===== config.mk =====
export PLATFORM = sky130hd
export DESIGN_NAME = device_id_reader_flat
export DESIGN_NICKNAME = d
export VERILOG_FILES = /design/src/rtl/device_id_reader_pkg.sv /design/src/rtl/device_id_reader_if.sv /design/src/rtl/device_id_reader.sv /design/src/flat_wrapper.sv
export SDC_FILE = /design/constraint.sdc
export NUM_CORES = 1
export LEC_CHECK = 0
export ABC_AREA = 1
export BUFFER_PORTS_ARGS = -buffer_cell sky130_fd_sc_hd__buf_2
export CORE_AREA = 2 2 125 158
export DETAILED_ROUTE_END_ITERATION = 6
export DIE_AREA = 0 0 127 160
export PLACE_DENSITY = 0.75
export SLEW_MARGIN = 20
export SYNTH_ARGS = -nofsm -noshare
export SYNTH_HDL_FRONTEND = slang
export SYNTH_SLANG_ARGS = --single-unit

===== constraint.sdc =====
create_clock -name clock -period 5.3 [get_ports clock]
set_input_delay 0.265 -clock clock [delete_from_list [all_inputs] [get_ports clock]]
set_output_delay 0.265 -clock clock [all_outputs]
set_load 0.01 [all_outputs]

===== src/rtl/device_id_reader_pkg.sv =====
// Shared types and constants for the PUF device-ID reader: FSM states,
// completion error codes, register-map addresses and the status word layout.
package device_id_pkg;

    typedef enum logic [1:0] {
        ST_IDLE       = 2'd0,
        ST_WAIT_RDY   = 2'd1,
        ST_ISSUE      = 2'd2,
        ST_WAIT_VALID = 2'd3
    } dir_state_t;

    typedef enum logic [1:0] {
        ERR_NONE             = 2'd0,
        ERR_NOT_ENROLLED     = 2'd1,
        ERR_ALREADY_ENROLLED = 2'd2,
        ERR_TIMEOUT          = 2'd3
    } dir_err_t;

    localparam logic OP_READ   = 1'b0;
    localparam logic OP_ENROLL = 1'b1;

    localparam logic [2:0] ADDR_ID0    = 3'd0;
    localparam logic [2:0] ADDR_ID1    = 3'd1;
    localparam logic [2:0] ADDR_ID2    = 3'd2;
    localparam logic [2:0] ADDR_ID3    = 3'd3;
    localparam logic [2:0] ADDR_STATUS = 3'd4;

    function automatic logic [31:0] status_word(
        input logic     busy,
        input logic     id_valid,
        input logic     enrolled,
        input dir_err_t err,
        input logic     done_sticky
    );
        return {26'd0, busy, id_valid, enrolled, err, done_sticky};
    endfunction

endpackage


===== src/rtl/device_id_reader_if.sv =====
// Command, PUF handshake and register-read signals of the device-ID reader;
// slave is the reader itself, master is the surrounding system and PUF.
interface device_id_reader_if;
    logic         cmd_valid;
    logic         cmd_op;
    logic         cmd_ready;
    logic         cmd_done;
    logic         puf_enroll;
    logic         puf_read_id;
    logic         puf_ready;
    logic         puf_valid;
    logic         puf_enrolled;
    logic [127:0] puf_id;
    logic         rd_en;
    logic [2:0]   rd_addr;
    logic [31:0]  rd_data;
    logic         rd_valid;

    modport slave (
        input  cmd_valid, cmd_op, puf_ready, puf_valid, puf_enrolled, puf_id,
               rd_en, rd_addr,
        output cmd_ready, cmd_done, puf_enroll, puf_read_id, rd_data, rd_valid
    );

    modport master (
        output cmd_valid, cmd_op, puf_ready, puf_valid, puf_enrolled, puf_id,
               rd_en, rd_addr,
        input  cmd_ready, cmd_done, puf_enroll, puf_read_id, rd_data, rd_valid
    );
endinterface


===== src/rtl/device_id_reader.sv =====
// Bus-side initiator for the PUF device-ID block: command FSM with timeout,
// 128-bit ID shadow register and a one-cycle-latency 32-bit read port.
module device_id_reader
    import device_id_pkg::*;
#(
    parameter int unsigned TIMEOUT_CYCLES = 32'd64
) (
    input  logic              clock,
    input  logic              reset,
    device_id_reader_if.slave bus
);

    dir_state_t   state_q, state_d;
    logic         op_q, op_d;
    logic [31:0]  cnt_q, cnt_d;
    logic [127:0] id_q, id_d;
    logic         id_valid_q, id_valid_d;
    dir_err_t     err_q, err_d;
    logic         done_q, done_d;
    logic         sticky_q, sticky_d;
    logic [31:0]  rd_data_q, rd_data_d;
    logic         rd_valid_q;
    logic         timeout_s;

    assign timeout_s = (cnt_q == (TIMEOUT_CYCLES - 32'd1));

    // Next-state logic for the command sequencer and the ID/err shadow.
    always_comb begin
        state_d    = state_q;
        op_d       = op_q;
        cnt_d      = cnt_q;
        id_d       = id_q;
        id_valid_d = id_valid_q;
        err_d      = err_q;
        done_d     = 1'b0;
        case (state_q)
            ST_IDLE: begin
                if (bus.cmd_valid) begin
                    op_d = bus.cmd_op;
                    if ((bus.cmd_op == OP_READ) && !bus.puf_enrolled) begin
                        err_d  = ERR_NOT_ENROLLED;
                        done_d = 1'b1;
                    end else if ((bus.cmd_op == OP_ENROLL) && bus.puf_enrolled) begin
                        err_d  = ERR_ALREADY_ENROLLED;
                        done_d = 1'b1;
                    end else begin
                        cnt_d   = 32'd0;
                        state_d = ST_WAIT_RDY;
                    end
                end else begin
                    state_d = ST_IDLE;
                end
            end
            ST_WAIT_RDY: begin
                cnt_d = cnt_q + 32'd1;
                if (timeout_s) begin
                    err_d   = ERR_TIMEOUT;
                    done_d  = 1'b1;
                    state_d = ST_IDLE;
                end else if (bus.puf_ready) begin
                    state_d = ST_ISSUE;
                end else begin
                    state_d = ST_WAIT_RDY;
                end
            end
            ST_ISSUE: begin
                cnt_d = cnt_q + 32'd1;
                if (timeout_s) begin
                    err_d   = ERR_TIMEOUT;
                    done_d  = 1'b1;
                    state_d = ST_IDLE;
                end else begin
                    state_d = ST_WAIT_VALID;
                end
            end
            ST_WAIT_VALID: begin
                cnt_d = cnt_q + 32'd1;
                // A capture in the timeout cycle still counts as success.
                if (bus.puf_valid) begin
                    id_d       = bus.puf_id;
                    id_valid_d = 1'b1;
                    err_d      = ERR_NONE;
                    done_d     = 1'b1;
                    state_d    = ST_IDLE;
                end else if (timeout_s) begin
                    err_d   = ERR_TIMEOUT;
                    done_d  = 1'b1;
                    state_d = ST_IDLE;
                end else begin
                    state_d = ST_WAIT_VALID;
                end
            end
            default: begin
                state_d = ST_IDLE;
            end
        endcase
    end

    // Register read mux and the completion sticky bit.
    always_comb begin
        rd_data_d = 32'd0;
        if (bus.rd_en) begin
            case (bus.rd_addr)
                ADDR_ID0:    rd_data_d = id_q[31:0];
                ADDR_ID1:    rd_data_d = id_q[63:32];
                ADDR_ID2:    rd_data_d = id_q[95:64];
                ADDR_ID3:    rd_data_d = id_q[127:96];
                ADDR_STATUS: rd_data_d = status_word(state_q != ST_IDLE, id_valid_q,
                                                     bus.puf_enrolled, err_q, sticky_q);
                default:     rd_data_d = 32'd0;
            endcase
        end else begin
            rd_data_d = 32'd0;
        end
        if (done_q) begin
            sticky_d = 1'b1;
        end else if (bus.rd_en && (bus.rd_addr == ADDR_STATUS)) begin
            sticky_d = 1'b0;
        end else begin
            sticky_d = sticky_q;
        end
    end

    // State and shadow registers.
    always_ff @(posedge clock or posedge reset) begin
        if (reset) begin
            state_q    <= ST_IDLE;
            op_q       <= OP_READ;
            cnt_q      <= 32'd0;
            id_q       <= 128'd0;
            id_valid_q <= 1'b0;
            err_q      <= ERR_NONE;
            done_q     <= 1'b0;
            sticky_q   <= 1'b0;
            rd_data_q  <= 32'd0;
            rd_valid_q <= 1'b0;
        end else begin
            state_q    <= state_d;
            op_q       <= op_d;
            cnt_q      <= cnt_d;
            id_q       <= id_d;
            id_valid_q <= id_valid_d;
            err_q      <= err_d;
            done_q     <= done_d;
            sticky_q   <= sticky_d;
            rd_data_q  <= rd_data_d;
            rd_valid_q <= bus.rd_en;
        end
    end

    assign bus.cmd_ready   = (state_q == ST_IDLE);
    assign bus.cmd_done    = done_q;
    assign bus.puf_enroll  = (state_q == ST_ISSUE) && (op_q == OP_ENROLL);
    assign bus.puf_read_id = (state_q == ST_ISSUE) && (op_q == OP_READ);
    assign bus.rd_data     = rd_data_q;
    assign bus.rd_valid    = rd_valid_q;

endmodule


===== src/flat_wrapper.sv =====
// flat-port wrapper written by rule: the top's interface ports become plain ports
module device_id_reader_flat import device_id_pkg::*;
#(
    parameter int unsigned TIMEOUT_CYCLES = 32'd64
)
  (clock, reset, bus_cmd_valid, bus_cmd_op, bus_puf_ready, bus_puf_valid, bus_puf_enrolled, bus_puf_id, bus_rd_en, bus_rd_addr, bus_cmd_ready, bus_cmd_done, bus_puf_enroll, bus_puf_read_id, bus_rd_data, bus_rd_valid);
  device_id_reader_if bus_i ();
  input  logic clock;
  input  logic reset;
  input wire logic [$bits(bus_i.cmd_valid)-1:0] bus_cmd_valid;
  input wire logic [$bits(bus_i.cmd_op)-1:0] bus_cmd_op;
  input wire logic [$bits(bus_i.puf_ready)-1:0] bus_puf_ready;
  input wire logic [$bits(bus_i.puf_valid)-1:0] bus_puf_valid;
  input wire logic [$bits(bus_i.puf_enrolled)-1:0] bus_puf_enrolled;
  input wire logic [$bits(bus_i.puf_id)-1:0] bus_puf_id;
  input wire logic [$bits(bus_i.rd_en)-1:0] bus_rd_en;
  input wire logic [$bits(bus_i.rd_addr)-1:0] bus_rd_addr;
  output wire logic [$bits(bus_i.cmd_ready)-1:0] bus_cmd_ready;
  output wire logic [$bits(bus_i.cmd_done)-1:0] bus_cmd_done;
  output wire logic [$bits(bus_i.puf_enroll)-1:0] bus_puf_enroll;
  output wire logic [$bits(bus_i.puf_read_id)-1:0] bus_puf_read_id;
  output wire logic [$bits(bus_i.rd_data)-1:0] bus_rd_data;
  output wire logic [$bits(bus_i.rd_valid)-1:0] bus_rd_valid;
  assign bus_i.cmd_valid = bus_cmd_valid;
  assign bus_i.cmd_op = bus_cmd_op;
  assign bus_i.puf_ready = bus_puf_ready;
  assign bus_i.puf_valid = bus_puf_valid;
  assign bus_i.puf_enrolled = bus_puf_enrolled;
  assign bus_i.puf_id = bus_puf_id;
  assign bus_i.rd_en = bus_rd_en;
  assign bus_i.rd_addr = bus_rd_addr;
  assign bus_cmd_ready = bus_i.cmd_ready;
  assign bus_cmd_done = bus_i.cmd_done;
  assign bus_puf_enroll = bus_i.puf_enroll;
  assign bus_puf_read_id = bus_i.puf_read_id;
  assign bus_rd_data = bus_i.rd_data;
  assign bus_rd_valid = bus_i.rd_valid;
  device_id_reader #(.TIMEOUT_CYCLES(TIMEOUT_CYCLES)) u_core (.clock(clock), .reset(reset), .bus(bus_i));
endmodule

==> impl_metrics.json, run 1 <==
{
  "tritoncts": "yes",
  "detailedPlacementHpwl_mm": 16.43,
  "worst_slew_pin_slew_ns": 0.8626,
  "nFillCells": 1542,
  "drv.max_cap_violation_count": 0,
  "post_synth_fa_ha_maj_area_fraction_pct": 0.9466,
  "area_of_the_multi_input_gates_um2": 3379,
  "outcome": "finished, violations left",
  "min_period_ns": 2.760,
  "finalClockSkew_ns": 0.007131,
  "die_width_um": 127,
  "setup_viol": 0,
  "flow.area_growth_from_synthesis_pct": 29.83,
  "worst_r2r_startpoint": "u_core.state_q[0]$_DFFE_PP0P_",
  "slowest_stage": "sky130_fd_sc_hd__inv_6",
  "ctsResizeCount": 0,
  "detail_route.drc_violations": 0,
  "ctsHtreeMaxLevel": 1,
  "synth.area.mux_share_pct": 0,
  "power.switching_w": 0.001480,
  "finalMaxSlewViolations": 0,
  "io-pin-count": 176,
  "synth_xor_area_share_pct": 0.3786,
  "sequential_cell_area_um2": 5030,
  "power_density_nw_per_um2": 396.6,
  "synth_compound_area_share_pct": 13.00,
  "clock-sinks": 201,
  "setup.worst_path.start_class": "flip-flop",
  "worstSetupPathType": "flip-flop to flip-flop",
  "die-height_um": 160,
  "post_route_cells_drive_above_1_share_pct": 15.84,
  "mappedNetlistArea_um2": 9253,
  "buffer_ports.inserted": 175,
  "viasPerCell": 5.190,
  "crit_path_cell_trace": "ha_1 > nand2_1 > inv_6 > buf_4 > o21ai_0",
  "relative_max_transition_margin_pct": 42.49,
  "slowest_delay_ns": 0.82,
  "top_signal_layer_used": "met5",
  "synthesis.nets": 1306,
  "total_congestion_overflow": 0,
  "post_drt_wl_per_cell_um": 15.72,
  "power_w": 0.004764,
  "routed_length_on_met3_mm": 1.778,
  "synthSimpleGateAreaFrac_pct": 22.20,
  "synthDominantAreaCellType": "sky130_fd_sc_hd__dfrtp_1",
  "drt_first_iter_violations": 651,
  "dieArea_um2": 20320,
  "nets": 1572,
  "synth.yosys.seq_area_share_pct": 54.36,
  "buf_inv_on_cp": 2,
  "worst_setup_path_startpoint": "u_core.state_q[0]$_DFFE_PP0P_",
  "detailroute.via_count": 8694,
  "timing.critical_path.arrival_ns": 3.11,
  "cts-root-buf": "sky130_fd_sc_hd__clkbuf_16",
  "grt_max_degree": 143,
  "worstHoldStart": "bus_puf_id[40]",
  "met1_length_mm": 10.61,
  "power.share.switching_pct": 31.07,
  "max_freq_ghz": 0.3624,
  "clock_tree.buffer_depth": 3,
  "drt-total-wl_mm": 26.33,
  "power.clock.fraction_pct": 30.0,
  "synth.yosys.warnings": 0,
  "grt_pass1_vias": 8752,
  "grt_setup_unrepaired": "no",
  "worstHoldPathType": "primary input to flip-flop",
  "gp_routability_congestion": 0.9493,
  "number_of_antenna_violations_at_the_first_check_in_global_routing": 1,
  "netlist_top_cells_count": "sky130_fd_sc_hd__nand2_1, sky130_fd_sc_hd__dfrtp_1, sky130_fd_sc_hd__inv_1, sky130_fd_sc_hd__nor2_1, sky130_fd_sc_hd__o21ai_0",
  "clk_pin_slew_worst_paths_ns": 0.06,
  "synth.ff_latch_count": 201,
  "clock_insertion_delay_worst_skew_ns": 0.50,
  "crit-reg2reg-capture": "u_core.id_q[43]$_DFFE_PP0P_",
  "cts_inserted_buffers": 21,
  "worst-path-max-fanout": 142,
  "yosys.cell_count.top_type": "sky130_fd_sc_hd__nand2_1",
  "worstRegToRegCells": 5,
  "seqPwrFrac_pct": 45.9,
  "drt-pass1-iter-count": 5,
  "postSynth.asyncResetShare_pct": 100.0,
  "power.ir.vdd_worst_uv": 281.2,
  "placement_rows": 57,
  "combinationalPowerShare_pct": 24.1,
  "grt_first_pass_wirelength_mm": 42.20,
  "final_hold_viol_count": 1,
  "critical_path_data_required_time_ns": 5.65,
  "antenna-diode-count": 0,
  "netlist_top_cells_area": "sky130_fd_sc_hd__dfrtp_1, sky130_fd_sc_hd__nand2_1, sky130_fd_sc_hd__o21ai_0, sky130_fd_sc_hd__inv_1, sky130_fd_sc_hd__nor2_1",
  "route.antenna.remaining_nets": 0,
  "floorplan.initialDensity_pct": 48.77,
  "finalHoldWorstSlack_ns": -0.01008,
  "failed_checks": "negative hold slack",
  "period_share_pct": 52.07,
  "post_synth_inst_count": 1160,
  "post_synth_num_cell_types": 31,
  "timing.hold.worst_path_depth": 3,
  "synth_top_area_share_pct": 54.36,
  "timing.reg2reg.setup_slack_ns": 2.54,
  "commonest_register_cell_after_synthesis": "sky130_fd_sc_hd__dfrtp_1",
  "critPathCaptureType": "flip-flop",
  "min_delay_worst_endpoint": "u_core.id_q[40]$_DFFE_PP0P_",
  "grt_use_total_pct": 25.81,
  "synth_edf_count": 0,
  "leakagePower_nw": 6.011,
  "synth_area_per_inst_um2": 7.976,
  "cpLargestDelayFamily": "buffers and inverters",
  "fp.coreArea_um2": 18970,
  "design_internal_power_w": 0.003284,
  "fin_tns_setup_ns": 0,
  "combinational_family_with_the_most_area_after_synthesis": "simple AND/OR/NAND/NOR gates",
  "dr_wl_met2_mm": 12.93
}
==> worst max path at each step <==
| stage | endpoint | slack, ns | cells past startpoint |
|---|---|---|---|
| 3_3_place_gp | u_core.id_q[110]$_DFFE_PP0P_ | 2.73 | 5 |
| 5_1_grt | u_core.id_q[44]$_DFFE_PP0P_ | 2.23 | 6 |
| 2_1_floorplan | u_core.bus.cmd_done$_DFF_PP0_ | 2.43 | 1 |
| 3_5_place_dp | u_core.id_q[43]$_DFFE_PP0P_ | 2.58 | 5 |
| 6_report | u_core.id_q[43]$_DFFE_PP0P_ | 2.54 | 5 |
| 4_1_cts | u_core.id_q[43]$_DFFE_PP0P_ | 2.55 | 5 |
==> power by group through the flow <==
stage | registers, W | logic [W] | clock network, W
3_5_place_dp | 0.00221 | 0.00106 | 0
3_3_place_gp | 0.00219 | 0.00103 | 0
4_1_cts | 0.00218 | 0.00114 | 0.00146
5_1_grt | 0.00223 | 0.00131 | 0.00152
6_report | 0.00219 | 0.00115 | 0.00143
2_1_floorplan | 0.00219 | 0.000749 | 0
==> per-layer routing <==
metal	vias up	GRT usage, %
met5	-	0
met2	335	44.48
met4	2	10.84
met1	4090	32.39
li1	4184	-
met3	83	3.920
==> tightest hold or removal path, cell delays in order <==
cell and delay (ns):
sky130_fd_sc_hd__buf_2 0.08, sky130_fd_sc_hd__nand2_1 0.04, sky130_fd_sc_hd__o21ai_0 0.06
==> metrics by stage <==
stage	utilization, %	hold WS (ns)	instances	cell area, µm²	setup slack, ns
6_report	63.32	-0.01008	1675	12010	2.540
3_3_place_gp	54.19	0.3877	1532	10280	2.728
2_1_floorplan	-	0.2964	1160	9256	2.433
3_5_place_dp	54.19	0.3889	1532	10280	2.580
4_1_cts	63.32	0.0005853	1675	12010	2.546
5_1_grt	63.32	0.007341	1675	12010	2.234
==> cells by family (layout without fill, tap and decap cells) <==
family	after synthesis	count (layout)
simple gates	518	518
compound gates	216	216
buf+inv	214	493
flops	201	201
fa+ha+maj	7	7
xor+xnor	4	4
==> cells in the final DEF, fill, tap and decap left out, drive strengths merged <==
cell type / n
and3: 1
o21a: 1
buf: 181
dlygate4sd3: 107
a211oi: 2
dfrtp: 201
inv: 169
xor2: 4
nand3: 45
nor3: 6
ha: 7
clkinvlp: 2
o22ai: 58
o21bai: 1
a21oi: 11
nor2: 142
a2bb2oi: 1
bufinv: 1
clkbuf: 30
and2: 1
or2: 2
nand2: 319
o21ai: 141
a22o: 1
clkinv: 3
nand3b: 2
==> cell type report <==
type                            instances  area share [%]
Sequential cell                       201           41.87
Multi-Input combinational cell        745           28.13
Timing Repair Buffer                  288           16.69
Inverter                              169           5.354
Clock buffer                           30           4.989
Tap cell                              236           2.458
Clock inverter                          6          0.5104
==> registers in the layout, indices dropped and copies added (netlist names) <==
| register | flops |
|---|---|
| u_core.err_q | 2 |
| u_core.op_q | 1 |
| u_core.bus.rd_data | 32 |
| u_core.bus.rd_valid | 1 |
| u_core.id_q | 128 |
| u_core.id_valid_q | 1 |
| u_core.state_q | 2 |
| u_core.bus.cmd_done | 1 |
| u_core.sticky_q | 1 |
| u_core.cnt_q | 32 |
==> timing repair <==
item                                   in CTS  in global routing
endpoints found under the hold margin     139                  0
setup buffers                               0                  0
hold buffers                              107                  0
Power figures use the tool's default switching activity.
==> run 2: changes to the inputs <==
--- a/config.mk
+++ b/config.mk
@@ -10,7 +10,7 @@
 export CORE_AREA = 2 2 125 158
 export DETAILED_ROUTE_END_ITERATION = 6
 export DIE_AREA = 0 0 127 160
-export PLACE_DENSITY = 0.75
+export PLACE_DENSITY = 0.72
 export SLEW_MARGIN = 20
 export SYNTH_ARGS = -nofsm -noshare
 export SYNTH_HDL_FRONTEND = slang
==> constraint.sdc (replaced) <==
create_clock -name clock -period 2.58 [get_ports clock]
set_input_delay 0.129 -clock clock [delete_from_list [all_inputs] [get_ports clock]]
set_output_delay 0.129 -clock clock [all_outputs]
set_load 0.01 [all_outputs]
==> run 2 against run 1 <==
  * The run now ends clean
  * Power rose by 110%
  * Critical path depth rose by 2
  * Die area did not move
  * Sequential power rose by 110%
  * Combinational power rose by 120%
  * Via count rose by 3.0%
  * Global-route usage rose by 2.5 points
  * Critical endpoint is now u_core.cnt_q[5]$_DFFE_PP0P_
  * Largest power group unchanged
==> impl_metrics.json, run 2 (synthesis gave the netlist of run 1 again) <==
{
  "timing.reg2reg.setup_slack_ns": 0.64,
  "worst_slew_pin_slew_ns": 0.7890,
  "die-height_um": 160,
  "clock-sinks": 201,
  "power.ir.vdd_worst_uv": 499.8,
  "power.clock.fraction_pct": 31.5,
  "fin_area_um2": 12470,
  "setup.worst_path.start_class": "flip-flop",
  "dpl_cells": 1541,
  "top_signal_layer_used": "met4",
  "clock_tree.buffer_depth": 3,
  "drt-pass1-iter-count": 5,
  "final_common_cell": "sky130_fd_sc_hd__nand2_1",
  "worstRegToRegCells": 7,
  "grt_first_pass_wirelength_mm": 45.81,
  "worst_r2r_startpoint": "u_core.state_q[0]$_DFFE_PP0P_",
  "buffer_ports.inserted": 175,
  "post-cts-setup-buffers": 0,
  "routed_length_on_met3_mm": 1.566,
  "power.switching_w": 0.003147,
  "largest_register": "u_core.id_q",
  "worstSetupPathType": "flip-flop to flip-flop",
  "finalMaxSlewViolations": 0,
  "grt_setup_unrepaired": "no",
  "detail_route.drc_violations": 0,
  "post_cts_hold_buffer_count": 134,
  "outcome": "finished clean",
  "grt_max_degree": 102,
  "worstHoldPathType": "primary input to flip-flop",
  "worstHoldStart": "bus_puf_valid",
  "nets": 1608,
  "timing.critical_path.arrival_ns": 2.35,
  "power_density_nw_per_um2": 821.1,
  "tritoncts": "yes",
  "post_route_cells_drive_above_1_share_pct": 16.21,
  "clock_insertion_delay_worst_skew_ns": 0.50,
  "total_congestion_overflow": 0,
  "min_period_ns": 1.940,
  "power.share.switching_pct": 30.73,
  "relative_max_transition_margin_pct": 47.34,
  "cts_inserted_buffers": 21,
  "critical_path_data_required_time_ns": 2.99,
  "antenna-diode-count": 0,
  "leakagePower_nw": 6.212,
  "final_hold_viol_count": 0,
  "post_drt_wl_per_cell_um": 16.69,
  "grt_pass1_vias": 9287,
  "number_of_antenna_violations_at_the_first_check_in_global_routing": 0,
  "timing.hold.worst_path_depth": 6,
  "ctsHtreeMaxLevel": 1,
  "max_freq_ghz": 0.5155,
  "critPathCaptureType": "flip-flop",
  "finish.cell_count_without_fillers": 1710,
  "dpl-instance-area_um2": 10400,
  "worst-path-max-fanout": 14,
  "drt_first_iter_violations": 714,
  "clk_pin_slew_worst_paths_ns": 0.06,
  "combinationalPowerShare_pct": 24.5,
  "grt_use_total_pct": 28.27,
  "drv.max_cap_violation_count": 0,
  "seqPwrFrac_pct": 44.0,
  "ctsResizeCount": 0,
  "fp.coreArea_um2": 18970,
  "finalClockSkew_ns": 0.01450,
  "setup_viol": 0,
  "crit-reg2reg-capture": "u_core.cnt_q[5]$_DFFE_PP0P_",
  "route.antenna.remaining_nets": 0,
  "viasPerCell": 5.237,
  "detailedPlacementHpwl_mm": 17.28,
  "design_internal_power_w": 0.007093,
  "met1_length_mm": 11.28,
  "largest_register_ffs": 128,
  "min_delay_worst_endpoint": "u_core.state_q[1]$_DFFE_PP0P_",
  "dr_wl_met2_mm": 14.44,
  "period_share_pct": 75.19,
  "detailroute.via_count": 8955,
  "gp_routability_congestion": 0.9244,
  "placement_rows": 57,
  "drt-total-wl_mm": 28.55,
  "most-common-layout-cells": "sky130_fd_sc_hd__nand2_1, sky130_fd_sc_hd__dfrtp_1, sky130_fd_sc_hd__buf_2, sky130_fd_sc_hd__inv_1",
  "die_width_um": 127,
  "flow.area_growth_from_synthesis_pct": 34.77,
  "dieArea_um2": 20320,
  "cts-root-buf": "sky130_fd_sc_hd__clkbuf_16",
  "floorplan.initialDensity_pct": 48.77,
  "io-pin-count": 176
}
==> run 2: cell types whose count changed in the layout (fill, tap and decap cells not counted), moves of 3 or more <==
cell	before	now
sky130_fd_sc_hd__buf_12	1	5
sky130_fd_sc_hd__buf_4	5	10
sky130_fd_sc_hd__bufinv_16	1	4
sky130_fd_sc_hd__clkbuf_1	5	2
sky130_fd_sc_hd__dlygate4sd3_1	107	134
==> run 2: how the worst max path moves through the flow <==
| stage | start | end | cells after the start |
|---|---|---|---|
| 5_1_grt | u_core.state_q[0]$_DFFE_PP0P_ | u_core.cnt_q[5]$_DFFE_PP0P_ | 7 |
| 6_report | u_core.state_q[0]$_DFFE_PP0P_ | u_core.cnt_q[5]$_DFFE_PP0P_ | 7 |
| 3_3_place_gp | u_core.state_q[0]$_DFFE_PP0P_ | u_core.cnt_q[5]$_DFFE_PP0P_ | 7 |
| 3_5_place_dp | u_core.state_q[0]$_DFFE_PP0P_ | u_core.cnt_q[5]$_DFFE_PP0P_ | 7 |
| 2_1_floorplan | reset | u_core.bus.cmd_done$_DFF_PP0_ | 1 |
| 4_1_cts | u_core.state_q[0]$_DFFE_PP0P_ | u_core.cnt_q[5]$_DFFE_PP0P_ | 7 |
==> run 2: through the flow <==
stage / hold WS (ns) / total power (W) / setup TNS (ns) / util (%) / setup slack, ns
final: 0.1108 / 0.01024 / 0 / 65.73 / 0.6402
after global routing: 0.1488 / 0.01085 / 0 / 65.73 / 0.4143
after CTS: 0.09995 / 0.01021 / 0 / 65.73 / 0.6279
after detailed placement: 0.1066 / 0.006794 / 0 / 54.81 / 0.6642
after global placement: 0.1053 / 0.006692 / 0 / 54.81 / 0.7453
after floorplan: 0.1604 / 0.006027 / -30.42 / - / -0.1513
==> run 2: cell type report <==
| class | instances | area, µm² |
|---|---|---|
| fill | 1535 | 6501 |
| sequential | 201 | 5030 |
| multi-input combinational | 745 | 3379 |
| timing repair buffer | 324 | 2392 |
| inverter | 169 | 643.1 |
| clock buffer | 26 | 574.3 |
| tap | 236 | 295.3 |
| clock inverter | 9 | 155.1 |
==> run 2: power groups by stage <==
stage          Combinational [W]  Clock, W  Sequential, W
2_1_floorplan            0.00154         0        0.00449
3_3_place_gp             0.00221         0        0.00448
3_5_place_dp             0.00227         0        0.00453
4_1_cts                  0.00246   0.00327        0.00448
5_1_grt                  0.00287   0.00339        0.00459
6_report                 0.00251   0.00322        0.00451
==> run 2: worst max-delay path, cell delays in order (launching register included) <==
cell,delay (ns)
sky130_fd_sc_hd__dfrtp_1,0.41
sky130_fd_sc_hd__inv_1,0.09
sky130_fd_sc_hd__ha_1,0.28
sky130_fd_sc_hd__inv_1,0.41
sky130_fd_sc_hd__nor2_1,0.19
sky130_fd_sc_hd__inv_1,0.21
sky130_fd_sc_hd__o21ai_0,0.13
sky130_fd_sc_hd__a21oi_1,0.13
==> run 2: per-layer routing <==
layer	vias to the layer above	global-route usage, %
li1	4247	-
met1	4241	34.41
met2	364	49.51
met3	103	3.752
met4	0	13.44
met5	-	0
==> run 3: changes to the inputs <==
--- a/config.mk
+++ b/config.mk
@@ -5,12 +5,12 @@
 export SDC_FILE = /design/constraint.sdc
 export NUM_CORES = 1
 export LEC_CHECK = 0
-export ABC_AREA = 1
+export ABC_AREA = 0
 export BUFFER_PORTS_ARGS = -buffer_cell sky130_fd_sc_hd__buf_2
-export CORE_AREA = 2 2 125 158
+export CORE_AREA = 2 2 122 153
 export DETAILED_ROUTE_END_ITERATION = 6
-export DIE_AREA = 0 0 127 160
-export PLACE_DENSITY = 0.72
+export DIE_AREA = 0 0 124 155
+export PLACE_DENSITY = 0.75
 export SLEW_MARGIN = 20
 export SYNTH_ARGS = -nofsm -noshare
 export SYNTH_HDL_FRONTEND = slang
==> constraint.sdc (replaced) <==
create_clock -name clock -period 1.6 [get_ports clock]
set_input_delay 0.08 -clock clock [delete_from_list [all_inputs] [get_ports clock]]
set_output_delay 0.08 -clock clock [all_outputs]
set_load 0.01 [all_outputs]
==> run 3 against run 2 <==
  * The flow now finishes with violations (negative setup slack)
  * Non-clock buffer count up 134
  * Largest power group unchanged
  * Wire length up 31%
  * Critical endpoint is now u_core.cnt_q[14]$_DFFE_PP0P_
  * Power up 77%
  * Worst hold slack worse by 0.11 ns
  * Cell area up 16%
  * Sequential power up 61%
  * Synthesized cell count down 40%
  * Clock skew down 0.0026 ns
  * Area after synthesis down 5.8%
  * First-iteration DRC count up 25%
==> impl_metrics.json, run 3 <==
{
  "fin_area_um2": 14430,
  "timing.hold.worst_path_depth": 4,
  "netlist_top_cells_count": "sky130_fd_sc_hd__dfrtp_1, sky130_fd_sc_hd__mux2_2, sky130_fd_sc_hd__a22oi_1, sky130_fd_sc_hd__a21oi_1, sky130_fd_sc_hd__clkbuf_1",
  "detailroute.via_count": 8597,
  "post_route_cells_drive_above_1_share_pct": 49.83,
  "min_period_ns": 2.018,
  "timing.critical_path.arrival_ns": 2.44,
  "synth_edf_count": 0,
  "grt_pass1_vias": 8934,
  "synth.ff_latch_count": 201,
  "synth_top_area_share_pct": 57.72,
  "worstHoldPathType": "primary input to flip-flop",
  "dpl-instance-area_um2": 10720,
  "worst_slew_pin_slew_ns": 0.6166,
  "slowest_delay_ns": 0.58,
  "commonest_register_cell_after_synthesis": "sky130_fd_sc_hd__dfrtp_1",
  "placement_rows": 55,
  "viasPerCell": 6.239,
  "total_congestion_overflow": 0,
  "number_of_antenna_violations_at_the_first_check_in_global_routing": 2,
  "failed_checks": "negative setup slack",
  "final_hold_viol_count": 0,
  "postSynth.asyncResetShare_pct": 100.0,
  "power_density_nw_per_um2": 1253,
  "power.ir.vdd_worst_uv": 1089,
  "nets": 1279,
  "final_setup_slack_of_the_worst_path_ns": -0.4176,
  "worstRegToRegCells": 6,
  "clk_pin_slew_worst_paths_ns": 0.07,
  "most-common-layout-cells": "sky130_fd_sc_hd__dfrtp_1, sky130_fd_sc_hd__buf_2, sky130_fd_sc_hd__dlygate4sd3_1, sky130_fd_sc_hd__mux2_4, sky130_fd_sc_hd__buf_4",
  "fin_tns_setup_ns": -19.65,
  "drv.max_cap_violation_count": 0,
  "crit_path_cell_trace": "nand3_1 > or4_4 > clkbuf_16 > buf_6 > or3_1 > a21oi_1",
  "slowest_stage": "sky130_fd_sc_hd__or4_4",
  "critPathCaptureType": "flip-flop",
  "drt_first_iter_violations": 891,
  "finish.cell_count_without_fillers": 1378,
  "worst-path-max-fanout": 5,
  "outcome": "finished, violations left",
  "die-height_um": 155,
  "ctsHtreeMaxLevel": 1,
  "drt-pass1-iter-count": 5,
  "io-pin-count": 176,
  "floorplan.initialDensity_pct": 48.71,
  "cts-root-buf": "sky130_fd_sc_hd__clkbuf_16",
  "dpl_cells": 1156,
  "mappedNetlistArea_um2": 8715,
  "synth.yosys.warnings": 0,
  "detailedPlacementHpwl_mm": 15.91,
  "relative_max_transition_margin_pct": 58.46,
  "finalMaxSlewViolations": 0,
  "post_synth_inst_count": 692,
  "buffer_ports.inserted": 175,
  "post_synth_num_cell_types": 49,
  "setup_viol": 160,
  "setup.worst_path.start_class": "flip-flop",
  "clock_tree.buffer_depth": 3,
  "max_freq_ghz": 0.4956,
  "flow.area_growth_from_synthesis_pct": 65.63,
  "critical_path_data_required_time_ns": 2.02,
  "grt_first_pass_wirelength_mm": 47.10,
  "period_share_pct": 126.1,
  "cts_inserted_buffers": 21,
  "clock-sinks": 201,
  "dieArea_um2": 19220,
  "netlist_top_cells_area": "sky130_fd_sc_hd__dfrtp_1, sky130_fd_sc_hd__mux2_2, sky130_fd_sc_hd__a22oi_1, sky130_fd_sc_hd__a21oi_1, sky130_fd_sc_hd__clkbuf_1",
  "finalClockSkew_ns": 0.01189,
  "grt_max_degree": 70,
  "clock_insertion_delay_worst_skew_ns": 0.51,
  "die_width_um": 124,
  "gp_routability_congestion": 0.8533,
  "leakagePower_nw": 6.720,
  "drt-total-wl_mm": 37.33,
  "synthDominantAreaCellType": "sky130_fd_sc_hd__dfrtp_1",
  "largest_register": "u_core.id_q",
  "route.antenna.remaining_nets": 0,
  "grt_use_total_pct": 31.87,
  "fp.coreArea_um2": 17890,
  "largest_register_ffs": 128,
  "post_drt_wl_per_cell_um": 27.09,
  "dpl_worst_slack_ns": -0.3880,
  "detail_route.drc_violations": 0,
  "synth_area_per_inst_um2": 12.59,
  "worstSetupPathType": "flip-flop to flip-flop",
  "final_common_cell": "sky130_fd_sc_hd__dfrtp_1",
  "synth.yosys.seq_area_share_pct": 57.72,
  "tritoncts": "yes",
  "yosys.cell_count.top_type": "sky130_fd_sc_hd__dfrtp_1",
  "grt_setup_unrepaired": "yes",
  "synthesis.nets": 838
}
run 3: cell count changes after synthesis, sizes merged, moves of 12 or more:
cell and delta:
o22ai -58, o21ai -133, a21oi +42, mux2i +12, nor2 -121, nand2 -296, mux2 +128, buf -18
clkbuf +14, inv -158, nand3 -30, a22oi +58, nor4 +12
run 3: per-stage QoR:
stage	util (%)	hold WS [ns]	total power (W)
after floorplan	-	0.1114	0.008927
after CTS	76.72	0.007382	0.01642
after global routing	80.67	0.008952	0.01862
after detailed placement	59.92	0.02255	0.01021
after global placement	59.92	0.02471	0.01003
final	80.67	0.002055	0.01808
run 3: logic make-up (layout without fill, tap and decap cells):
family                     after synthesis  count (layout)  share of synthesized area (%)
AOI/OAI and AO/OA                      153             153                          11.70
adders and majority gates                7               7                          1.005
DFF                                    201             201                          57.72
and+or+nand+nor                        130             131                          8.399
buffers and inverters                   52             507                          2.355
muxes                                  140             140                          17.92
other                                    0               2                              0
xor gates and xnor gates                 9               9                         0.9046
run 3: layout make-up:
cell class	instances	area, µm²
flip-flops and latches	201	5030
clock buffers	23	543.0
fillers	863	3458
well taps	228	285.3
clock inverters	15	216.5
diodes	2	5.005
inverters	11	67.56
multi-input cells	440	4417
repair buffers	458	3870
run 3: what timing repair did:
item | in CTS | in global routing
hold endpoints to repair | 332 | 0
setup endpoints to repair | 151 | 166
pin swaps | 25 | 34
buffers inserted | 30 | 23
cloned | 11 | 2
resized for setup | 82 | 179
hold buffers | 131 | 0
run 3: worst paths after layout:
kind | startpoint | endpoint | slack, ns
setup / recovery | u_core.cnt_q[12]$_DFFE_PP0P_ | u_core.cnt_q[14]$_DFFE_PP0P_ | -0.42
max in group asynchronous | reset | u_core.id_q[89]$_DFFE_PP0P_ | 0.89
min in group asynchronous | reset | u_core.id_q[91]$_DFFE_PP0P_ | 0.07
hold reg to reg | u_core.id_q[38]$_DFFE_PP0P_ | u_core.id_q[38]$_DFFE_PP0P_ | 0.51
setup reg to reg | u_core.cnt_q[12]$_DFFE_PP0P_ | u_core.cnt_q[14]$_DFFE_PP0P_ | -0.42
hold / removal | bus_cmd_op | u_core.op_q$_DFFE_PP0P_ | 0.002
run 3: worst max-delay path: cells and delay by family, from the launching register on:
family / cells / cell delay, ns
flops: 1 / 0.37
compound gates: 1 / 0.18
buf+inv: 2 / 0.31
simple gates: 3 / 1.09
run 3: layer usage:
layer	vias to the layer above	track usage, %	routed length [µm]
met1	4224	34.99	12600
met5	-	0	0
met3	247	6.268	3323
met2	656	57.33	18710
met4	0	16.64	2693
li1	3470	-	-
run 3: power breakdown:
part           leakage [nW]  switching (W)  internal [W]
combinational          3.66        0.00215       0.00314
sequential             2.69       0.000977       0.00630
clock                 0.371        0.00223       0.00329
total                  6.72        0.00536        0.0127
